[src/rtl/kfx86_muldiv_sequencer.sv]
// kfx86_muldiv_sequencer
//   Multi-cycle sequencer for unsigned MUL/DIV in byte (N=8) and word (N=16)
//   modes. It runs a shift-add multiply or a restoring divide, one pass through
//   the shared combinational ALU per clock. It drives the ALU ports only while
//   it is in LOOP.
//
// Ports
//   clock_i, reset_i         clock; synchronous active-high reset
//   start_i                  request, accepted only in IDLE
//   op_div_i                 0 = MUL, 1 = DIV (sampled with start)
//   select_word_i            0 = byte, 1 = word (sampled with start)
//   operand_hi_i             DIV dividend high half
//   operand_lo_i             MUL multiplicand / DIV dividend low half
//   operand_src_i            MUL multiplier / DIV divisor
//   busy_o, done_o           busy from the cycle after accept through DONE; done in DONE
//   divide_error_o           divide by zero or quotient overflow
//   result_hi_o/result_lo_o  MUL high/low product, DIV remainder/quotient
//   mul_overflow_o           MUL with a non-zero high half
//   alu_opcode_o, alu_source_1_o, alu_source_2_o, alu_select_word_o   to the ALU
//   alu_out_i, alu_carry_i   from the ALU; carry is the borrow for SUB

`ifndef ALU_OP_ADD
`define ALU_OP_ADD 5'h01
`endif
`ifndef ALU_OP_SUB
`define ALU_OP_SUB 5'h05
`endif

module kfx86_muldiv_sequencer (
  input  logic        clock_i,
  input  logic        reset_i,
  input  logic        start_i,
  input  logic        op_div_i,
  input  logic        select_word_i,
  input  logic [15:0] operand_hi_i,
  input  logic [15:0] operand_lo_i,
  input  logic [15:0] operand_src_i,
  output logic        busy_o,
  output logic        done_o,
  output logic        divide_error_o,
  output logic [15:0] result_hi_o,
  output logic [15:0] result_lo_o,
  output logic        mul_overflow_o,
  output logic [4:0]  alu_opcode_o,
  output logic [15:0] alu_source_1_o,
  output logic [15:0] alu_source_2_o,
  output logic        alu_select_word_o,
  input  logic [15:0] alu_out_i,
  input  logic        alu_carry_i
);

  typedef enum logic [1:0] {S_IDLE, S_CHECK, S_LOOP, S_DONE} state_t;

  state_t      state_q, state_d;
  logic        op_div_q, op_div_d;
  logic        word_q, word_d;
  // acc: MUL accumulator / DIV partial remainder
  // mq: MUL multiplier / DIV quotient
  // mcand: MUL multiplicand / DIV divisor
  logic [15:0] acc_q, acc_d;
  logic [15:0] mq_q, mq_d;
  logic [15:0] mcand_q, mcand_d;
  logic [3:0]  iter_q, iter_d;
  logic [15:0] res_hi_q, res_hi_d;
  logic [15:0] res_lo_q, res_lo_d;
  logic        div_err_q, div_err_d;
  logic        mul_ovf_q, mul_ovf_d;

  logic [15:0] mask, mask_in, alu_res, t_low, acc_new;
  logic        t_msb, last_iter, c_bit, qbit;

  assign mask      = word_q ? 16'hFFFF : 16'h00FF;
  assign mask_in   = select_word_i ? 16'hFFFF : 16'h00FF;
  assign alu_res   = alu_out_i & mask;
  assign last_iter = (iter_q == (word_q ? 4'd15 : 4'd7));
  // Restoring-divide trial value t = {rem, q[N-1]}. t_msb is bit N, and the
  // low N bits go to the ALU.
  assign t_msb     = word_q ? acc_q[15] : acc_q[7];
  assign t_low     = word_q ? {acc_q[14:0], mq_q[15]} : {8'h00, acc_q[6:0], mq_q[7]};

  always_comb begin
    state_d           = state_q;
    op_div_d          = op_div_q;
    word_d            = word_q;
    acc_d             = acc_q;
    mq_d              = mq_q;
    mcand_d           = mcand_q;
    iter_d            = iter_q;
    res_hi_d          = res_hi_q;
    res_lo_d          = res_lo_q;
    div_err_d         = div_err_q;
    mul_ovf_d         = mul_ovf_q;
    alu_opcode_o      = 5'h00;
    alu_source_1_o    = 16'h0000;
    alu_source_2_o    = 16'h0000;
    alu_select_word_o = 1'b0;
    acc_new           = acc_q;
    c_bit             = 1'b0;
    qbit              = 1'b0;

    case (state_q)
      S_IDLE: begin
        if (start_i) begin
          op_div_d = op_div_i;
          word_d   = select_word_i;
          iter_d   = 4'd0;
          if (op_div_i) begin
            acc_d   = operand_hi_i & mask_in;
            mq_d    = operand_lo_i & mask_in;
            mcand_d = operand_src_i & mask_in;
            state_d = S_CHECK;
          end else begin
            acc_d   = 16'h0000;
            mq_d    = operand_src_i & mask_in;
            mcand_d = operand_lo_i & mask_in;
            state_d = S_LOOP;
          end
        end
      end

      S_CHECK: begin
        // If the high half already reaches the divisor, the quotient would not
        // fit in N bits.
        if (mcand_q == 16'h0000 || acc_q >= mcand_q) begin
          state_d   = S_DONE;
          res_hi_d  = 16'h0000;
          res_lo_d  = 16'h0000;
          div_err_d = 1'b1;
          mul_ovf_d = 1'b0;
        end else begin
          state_d = S_LOOP;
        end
      end

      S_LOOP: begin
        alu_select_word_o = word_q;
        alu_source_2_o    = mcand_q;
        iter_d            = iter_q + 4'd1;
        if (op_div_q) begin
          alu_opcode_o   = `ALU_OP_SUB;
          alu_source_1_o = t_low;
          // A set bit N means t already exceeds any N-bit divisor.
          if (t_msb | ~alu_carry_i) begin
            acc_d = alu_res;
            qbit  = 1'b1;
          end else begin
            acc_d = t_low;
          end
          mq_d = ((mq_q << 1) | {15'h0000, qbit}) & mask;
        end else begin
          alu_opcode_o   = `ALU_OP_ADD;
          alu_source_1_o = acc_q;
          if (mq_q[0]) begin
            c_bit   = alu_carry_i;
            acc_new = alu_res;
          end
          acc_d = word_q ? {c_bit, acc_new[15:1]} : {8'h00, c_bit, acc_new[7:1]};
          mq_d  = word_q ? {acc_new[0], mq_q[15:1]} : {8'h00, acc_new[0], mq_q[7:1]};
        end
        if (last_iter) begin
          state_d   = S_DONE;
          res_hi_d  = acc_d;
          res_lo_d  = mq_d;
          div_err_d = 1'b0;
          mul_ovf_d = ~op_div_q & (acc_d != 16'h0000);
        end
      end

      S_DONE: state_d = S_IDLE;

      default: state_d = S_IDLE;
    endcase
  end

  always_ff @(posedge clock_i) begin
    if (reset_i) begin
      state_q   <= S_IDLE;
      op_div_q  <= 1'b0;
      word_q    <= 1'b0;
      acc_q     <= 16'h0000;
      mq_q      <= 16'h0000;
      mcand_q   <= 16'h0000;
      iter_q    <= 4'd0;
      res_hi_q  <= 16'h0000;
      res_lo_q  <= 16'h0000;
      div_err_q <= 1'b0;
      mul_ovf_q <= 1'b0;
    end else begin
      state_q   <= state_d;
      op_div_q  <= op_div_d;
      word_q    <= word_d;
      acc_q     <= acc_d;
      mq_q      <= mq_d;
      mcand_q   <= mcand_d;
      iter_q    <= iter_d;
      res_hi_q  <= res_hi_d;
      res_lo_q  <= res_lo_d;
      div_err_q <= div_err_d;
      mul_ovf_q <= mul_ovf_d;
    end
  end

  assign busy_o         = (state_q != S_IDLE);
  assign done_o         = (state_q == S_DONE);
  assign divide_error_o = div_err_q;
  assign mul_overflow_o = mul_ovf_q;
  assign result_hi_o    = res_hi_q;
  assign result_lo_o    = res_lo_q;

endmodule

[config.mk]
export PLATFORM = sky130hd
export DESIGN_NAME = kfx86_muldiv_sequencer
export DESIGN_NICKNAME = d
export VERILOG_FILES = /design/src/rtl/kfx86_muldiv_sequencer.sv
export SDC_FILE = /design/constraint.sdc
export NUM_CORES = 1
export LEC_CHECK = 0
export ABC_AREA = 1
export CORE_AREA = 2 2 177 136
export CTS_CLUSTER_DIAMETER = 200
export DETAILED_ROUTE_END_ITERATION = 8
export DIE_AREA = 0 0 179 138
export PLACE_DENSITY = 0.58
export SYNTH_ARGS = -nofsm -noshare
export SYNTH_HDL_FRONTEND = slang
export SYNTH_SLANG_ARGS = --single-unit
[constraint.sdc]
create_clock -name clock_i -period 2 [get_ports clock_i]
set_input_delay 0.2 -clock clock_i [delete_from_list [all_inputs] [get_ports clock_i]]
set_output_delay 0.2 -clock clock_i [all_outputs]
set_load 0.05 [all_outputs]
======== Word-level counts from Yosys, hierarchy flattened ========
Index checks and enable logic that the tools add are counted.
cells by class
  reduce and logical (&&, ||, !) cells .... 11
  bitwise operators ....................... 10
  multiplexer cells ....................... 47
  magnitude comparators ................... 1
  equality and inequality tests ........... 7
  $add $sub $neg .......................... 1
operator list
  operator                                        number
  two-way mux 16 bit                              21
  one-hot mux 16 bit (2 select lines)             4
  AND 16 bit                                      5
  >= comparator 16 bit                            1
  zero test 16 bit                                1
  OR 16 x 1 -> 16 bit                             1
  nonzero test 16 bit                             1
  two-way mux 1 bit                               11
  two-way mux 4 bit                               2
  one-hot mux 2 bit (4 select lines)              1
  one-hot mux 4 bit (2 select lines)              1
  two-way mux 2 bit                               3
  inequality test 2 bit (second input constant)   3
  AND reduction 2 bit                             3
  nonzero test 2 bit                              3
  two-way mux 5 bit                               1
  adder 4 x 1 -> 4 bit (second input constant)    1
  == test 2 bit (second input constant)           2
  == test 4 bit                                   1
  one-hot mux 1 bit (2 select lines)              2
  two-way mux 3 bit                               1
  AND reduction 3 bit                             1
  == test 2 x 1 -> 1 bit (second input constant)  1
  zero test 2 bit                                 1
  other kinds (4)                                 5
word-level totals
  bits of input ports ..................... 70
  bits in registers ....................... 90
  output and inout bits ................... 74
  logic and storage cells ................. 88

======== Logic depth before layout (Yosys ltp) ========
Gate-level depths: netlist of run 1.
  depth in word-level cells ............... 10
  depth in mapped cells ................... 16

======== Worst setup path before layout of run 1 ========
Ideal clock, no wire load.
  path type ............................... reg-to-output
  start point ............................. register state_q[0]
  end point ............................... output port alu_source_1_o[12]
  stages on the path, launching flop included .. 8
  buffers on the path ..................... 3
  arrival ................................. 2.732 ns
  slack ................................... -0.932 ns
  cells stage by stage .................... dfxtp_1 inv_1 ha_1 buf_2 nand2_2 buf_2 clkbuf_1 o21ai_0
between the ends
  cells in the longest elaborated chain, start to end .. 2
ends and longest elaborated chain
  what                      RTL line  RTL
  start: declaration        54        state_t state_q, state_d;
  start signal: assignment  189       state_q <= state_d;
  == test 2 bit             101       case (state_q)
  two-way mux 16 bit        101
  end: declaration          45        output logic [15:0] alu_source_1_o,
Every way passes these cells.

======== Final worst setup path of run 1 ========
  start point ............................. register acc_q[10]
  end point ............................... register res_lo_q[12], in the netlist result_lo_o[12]
between the ends
  cells in the longest elaborated chain, start to end .. 4
ends and longest elaborated chain
  what                                    RTL line  RTL
  start: declaration                      60        logic [15:0] acc_q, acc_d;
  start signal: assignment                180       acc_q <= 16'h0000;
  start signal: assignment                192       acc_q <= acc_d;
  >= comparator 16 bit                    124       if (mcand_q == 16'h0000 || acc_q >= mcand_q) begin
  logical OR 1 bit                        124
  inequality test 2 bit (no source line)  -
  AND reduction 3 bit (no source line)    -
  end signal: assignment                  197       res_lo_q <= res_lo_d;
  end: declaration                        65        logic [15:0] res_lo_q, res_lo_d;
Every way passes these cells.
A chain may end at the register's enable or synchronous reset.

==> metrics.yaml, run 1 <==
outcome: "complete, but fails checks"
violations: "setup timing"
area_growth_pct: 62.2
synth_cell_types: 39
gr-total-overflow: 0
placed_cells: 1324
drv_cap: 0
cp-start-kind: "flop"
grt_util_all_layers_pct: 18.5
setup_viol: 24
ys.flop_type: "dfxtp_1"
fin_nets: 1138
worst_hold_path_type: "flop to flop"
holdPathStages: 2
final_layout_size_suffix_gt1_share_pct: 26.5
design.die.area_um2: 24700
grt_pass1_vias: 5912
num_rows: 49
die_h_um: 138
start_util_pct: 24.3
avgSynthCellArea_um2: 6.41
synth_area_um2: 5650
skew_ns: 0.0112
gp_congestion: 0.963
clockBufferDepth: 2
io_pins: 144
dr.first_iter.drc_count: 544
dieWidth_um: 179
n_antenna_cell: 0
wl_per_cell_um: 17.6
syn_inst: 881
cp.required_ns: 2.30
critPathLaunch: "acc_q[10]"
power_leakage_nw: 3.68
fin_crit_sh_pct: 102
fmax_mhz: 488
drcViolationCount: 0
post_layout_nonfiller_instances: 1358
r2r_end: "result_lo_o[12]"
maxSlewViolCount: 0
ctsHoldBuffers: 0
yosysTopAreaCellShare_pct: 31.9
cts_max_level: 3
whs_ns: 0.469
clkSinkCount: 90
cp-end-kind: "flop"
rr_startpoint: "acc_q[10]"
hpwl_um: 17800
slew_headroom_pct: 63.1
hp-start: "result_lo_o[5]"
rsz0062_at_grt: "true"
coreArea_um2: 23200
ys_seq_area_share_pct: 31.9
cts.clk_slew.worst_paths_ns: 0.08
r2r_slack_ns: -0.05
crit_type: "flop to flop"
crit_path_end: "result_lo_o[12]"
r2r.worst_path.cells: 14
critPathArrivalTime_ns: 2.34
max_slew.worst_pin.slew_ns: 0.552
yosysWarnings: 0
ant_nets: 0
drt_wl_total_um: 24000
cts_tree: "built"
synth-edff-count: 0
root_buffer: "clkbuf_16"
yosys-top-cells-area: "dfxtp_1, nand2_1, a21oi_1"
placement.io_buffers: 140
tns_ns: -0.523
synth.most_common_cell: "nand2_1"
numCtsBuffers: 9
cp_max_fo: 8
ys_async_sr_fraction_pct: 0
via_per_inst: 4.81
hold_viol: 0
irDropWorstVdd_v: 0.000653
setup_ws_ns: -0.0478
antenna_found_initial: 0
dr.pass1.iters: 5
ys_seq_elements: 90
grt_max_degree: 64
period_needed_ns: 2.05
netlist_top_cells_count: "nand2_1, inv_1, dfxtp_1, a21oi_1, o21ai_0"
pwr_density_cell_nw_per_um2: 1560
yosysTopAreaCell: "dfxtp_1"
vias: 6532
clock_latency_ns: 0.36
grt_pass1_wl_um: 35000
[layout by cell type (no fill, tap or decap), types with 3 or more instances in the layout]
master             n
a21oi_2           18
ha_4              12
nand2_2           27
clkdlybuf4s50_1  102
inv_2             15
a31oi_1           21
inv_8              4
a21oi_1           68
a221oi_1          19
o21ai_4            3
clkbuf_16         13
o22ai_4            8
buf_6              5
nand2_1          235
dfxtp_2           21
dfxtp_4            3
nand3_1           46
o21ai_0           46
nor2_2             3
nor2_1            23
buf_4             56
nand2_4            7
inv_1             85
o21ai_2            7
nand4_1            7
clkinvlp_4        18
ha_1               9
o211ai_1          19
buf_12            43
dfxtp_1           66
nor3_1             3
o22ai_1           10
conb_1             3
[worst min-delay path by stage]
stage	endpoint	slack, ns
after floorplan	mq_q[15]	0.38
after global placement	result_lo_o[5]	0.46
after detailed placement	result_lo_o[5]	0.46
after CTS	result_lo_o[5]	0.48
after global routing	result_lo_o[5]	0.49
final	result_lo_o[5]	0.47
[power by group]
part           internal (W)  switching [W]
Combinational       0.00381        0.00572
Clock              0.000881       0.000857
Sequential          0.00249       0.000583
[what timing repair did]
action	in CTS	in global routing
pin swaps	0	21
resized for setup	9	114
setup buffers	0	12
endpoints found under the setup margin	28	59
gates cloned	0	6
[metrics by stage]
step	utilization, %	area (µm²)	total power [W]	setup slack (ns)
2_1_floorplan	-	5880	0.00794	-0.101
6_report	39.4	9160	0.0143	-0.0478
3_5_place_dp	35.4	8220	0.0108	-0.112
5_1_grt	39.4	9160	0.0152	-0.113
4_1_cts	36.8	8540	0.0126	0.00368
3_3_place_gp	35.4	8220	0.0108	-0.115
[final cells by class]
class	instances	area, µm²
fillers	2339	14100
multi-input cells	611	3610
repair buffers	213	2490
flip-flops and latches	90	1840
inverters	122	539
well taps	306	383
clock buffers	9	225
clock inverters	7	72.6
[worst max-delay path, stage by stage, from the launching register on]
cell,delay (ns)
dfxtp_1,0.42
ha_1,0.27
nand2_1,0.08
inv_2,0.05
nand2_1,0.07
nand2_1,0.05
nand2_1,0.08
nand2_2,0.07
nor2_4,0.13
nand3_2,0.10
nand3_4,0.16
buf_4,0.15
buf_8,0.14
nand2_1,0.06
a21oi_1,0.14
[cells by family after synthesis]
logic type | count (synthesis) | share of synthesized area (%)
buffers and inverters | 182 | 13.5
xor gates and xnor gates | 1 | 0.155
AOI/OAI and AO/OA | 225 | 23.3
and+or+nand+nor | 361 | 26.4
adders and majority gates | 21 | 4.65
DFF | 90 | 31.9
other | 1 | 0.0664
[layer usage]
metal / global-route usage, % / wire, µm / up-vias / share of wire, %
li1: - / - / 3242 / -
met1: 27.3 / 11000 / 2973 / 46
met2: 26.5 / 10400 / 281 / 43
met3: 4.59 / 2130 / 36 / 8.9
met4: 4.45 / 463 / 0 / 1.9
met5: 0 / 0 / - / 0
[state kept, by name, summed over array words and instances (netlist names)]
signal,flops
result_lo_o,16
result_hi_o,16
mul_overflow_o,1
iter_q,4
mq_q,16
acc_q,16
state_q,2
divide_error_o,1
word_q,1
mcand_q,16
op_div_q,1
Power figures use the tool's default switching activity.
==> run 2: changes to the inputs <==
- CORE_AREA: 2 2 177 136 -> 2 2 126 98
- DIE_AREA: 0 0 179 138 -> 0 0 128 100
- PLACE_DENSITY: 0.58 -> 0.92
- TNS_END_PERCENT: default -> 10
==> metrics.yaml, run 2 (synthesis gave the netlist of run 1 again) <==
outcome: "complete, but fails checks"
violations: "DRC, setup timing"
drcViolationCount: 117
regArea_um2: 1830
maxSlewViolCount: 0
tns_ns: -7.46
rsz0062_at_grt: "true"
clockBufferDepth: 2
die_h_um: 100
pwr_density_cell_nw_per_um2: 1700
antenna_found_initial: 1
gr-total-overflow: 0
cp-end-kind: "flop"
dieWidth_um: 128
slew_headroom_pct: 58.3
design.die.area_um2: 12800
worst_hold_path_type: "flop to flop"
wl_per_cell_um: 23.0
grt_pass1_vias: 6727
placement.io_buffers: 140
layout_common_cells: "nand2_1, inv_1, clkdlybuf4s50_1"
cts.clk_slew.worst_paths_ns: 0.07
hold_viol: 0
gp_congestion: 1.01
final_layout_size_suffix_gt1_share_pct: 22.3
cp.required_ns: 2.24
crit_type: "flop to flop"
post_dp_cell_area_um2: 7860
grt_max_degree: 34
fin_area_um2: 8770
coreArea_um2: 11700
post_layout_nonfiller_instances: 1186
root_buffer: "clkbuf_16"
cp_max_fo: 8
grt_pass1_wl_um: 34400
fmax_mhz: 442
via_per_inst: 6.63
irDropWorstVdd_v: 0.000993
placed_cells: 1154
cp-start-kind: "flop"
grt_util_all_layers_pct: 34.3
power_leakage_nw: 3.79
skew_ns: 0.0131
io_pins: 144
fill_cells: 735
drv_cap: 0
start_util_pct: 48.1
clkSinkCount: 90
dr.pass1.iters: 9
fin_nets: 1125
cts_max_level: 3
n_antenna_cell: 0
max_slew.worst_pin.slew_ns: 0.619
setup_viol: 37
setup_ws_ns: -0.261
critPathArrivalTime_ns: 2.50
multi_input_area_um2: 3540
fin_crit_sh_pct: 113
drt_wl_total_um: 27300
vias: 7862
ant_nets: 0
period_needed_ns: 2.26
numCtsBuffers: 9
final_common_cell: "nand2_1"
dr.first_iter.drc_count: 1722
clock_latency_ns: 0.36
cts_tree: "built"
hpwl_um: 15500
area_growth_pct: 55.3
num_rows: 35
[run 2: cell count changes in the layout (fill, tap and decap cells not counted), sizes merged]
| cell | before | now |
|---|---|---|
| bufinv | 0 | 2 |
| buf | 106 | 93 |
| clkbuf | 14 | 12 |
| clkdlybuf4s50 | 102 | 103 |
| clkinv | 5 | 3 |
| inv | 106 | 121 |
| clkinvlp | 18 | 3 |
[run 2: worst max-delay path, stage by stage, from the launching register on]
cell and delay (ns):
dfxtp_1 0.48, ha_1 0.31, nand2_2 0.10, a21oi_1 0.06, nor2_1 0.14, nand2_1 0.12
nor2_4 0.17, nand3_2 0.12, nand3_4 0.15, buf_12 0.16, buf_12 0.14, nand2_1 0.07
nand2_1 0.07, a21oi_1 0.04
[run 2: stage by stage]
stage                     worst slack, ns  hold WS [ns]  util [%]  total power [W]
after floorplan                    -0.101         0.377         -          0.00790
after global placement             0.0522         0.454      66.9           0.0103
after detailed placement          -0.0564         0.458      66.9           0.0105
after CTS                         -0.0485         0.469      70.4           0.0126
after global routing               -0.269         0.483      74.7           0.0153
final                              -0.261         0.473      74.7           0.0149
[run 2: cell type report]
class	instances	area share [%]
repair buffers	199	27.3
well taps	148	2.11
repair inverters	1	0.128
clock inverters	6	1.04
inverters	122	5.58
flip-flops and latches	90	20.9
multi-input cells	611	40.4
clock buffers	9	2.57
[run 2: path summary, 6_finish.rpt]
kind	startpoint	endpoint	slack, ns	depth (start not counted)
max	acc_q[14]	result_hi_o[11]	-0.26	13
min	divide_error_o	divide_error_o	0.47	2
max reg2reg	acc_q[14]	result_hi_o[11]	-0.26	13
min reg2reg	divide_error_o	divide_error_o	0.47	2
[run 2: what timing repair did]
action / CTS / global route
pin swaps: 0 / 11
hold buffers: 0 / 0
endpoints found under the setup margin: 41 / 53
cloned: 1 / 4
gates resized for setup: 12 / 93
buffers inserted: 2 / 10
[run 2: per-layer routing]
layer	GRT usage (%)	routed length, µm
met5	0	0
met2	53.1	11200
met4	18.8	2510
met3	11.0	4520
met1	42.7	9060
[run 2: where the power goes]
group / internal (W) / leakage [nW] / switching [W]
combinational: 0.00360 / 2.90 / 0.00625
clock: 0.00109 / 0.144 / 0.000795
sequential: 0.00248 / 0.747 / 0.000649
total: 0.00717 / 3.79 / 0.00770
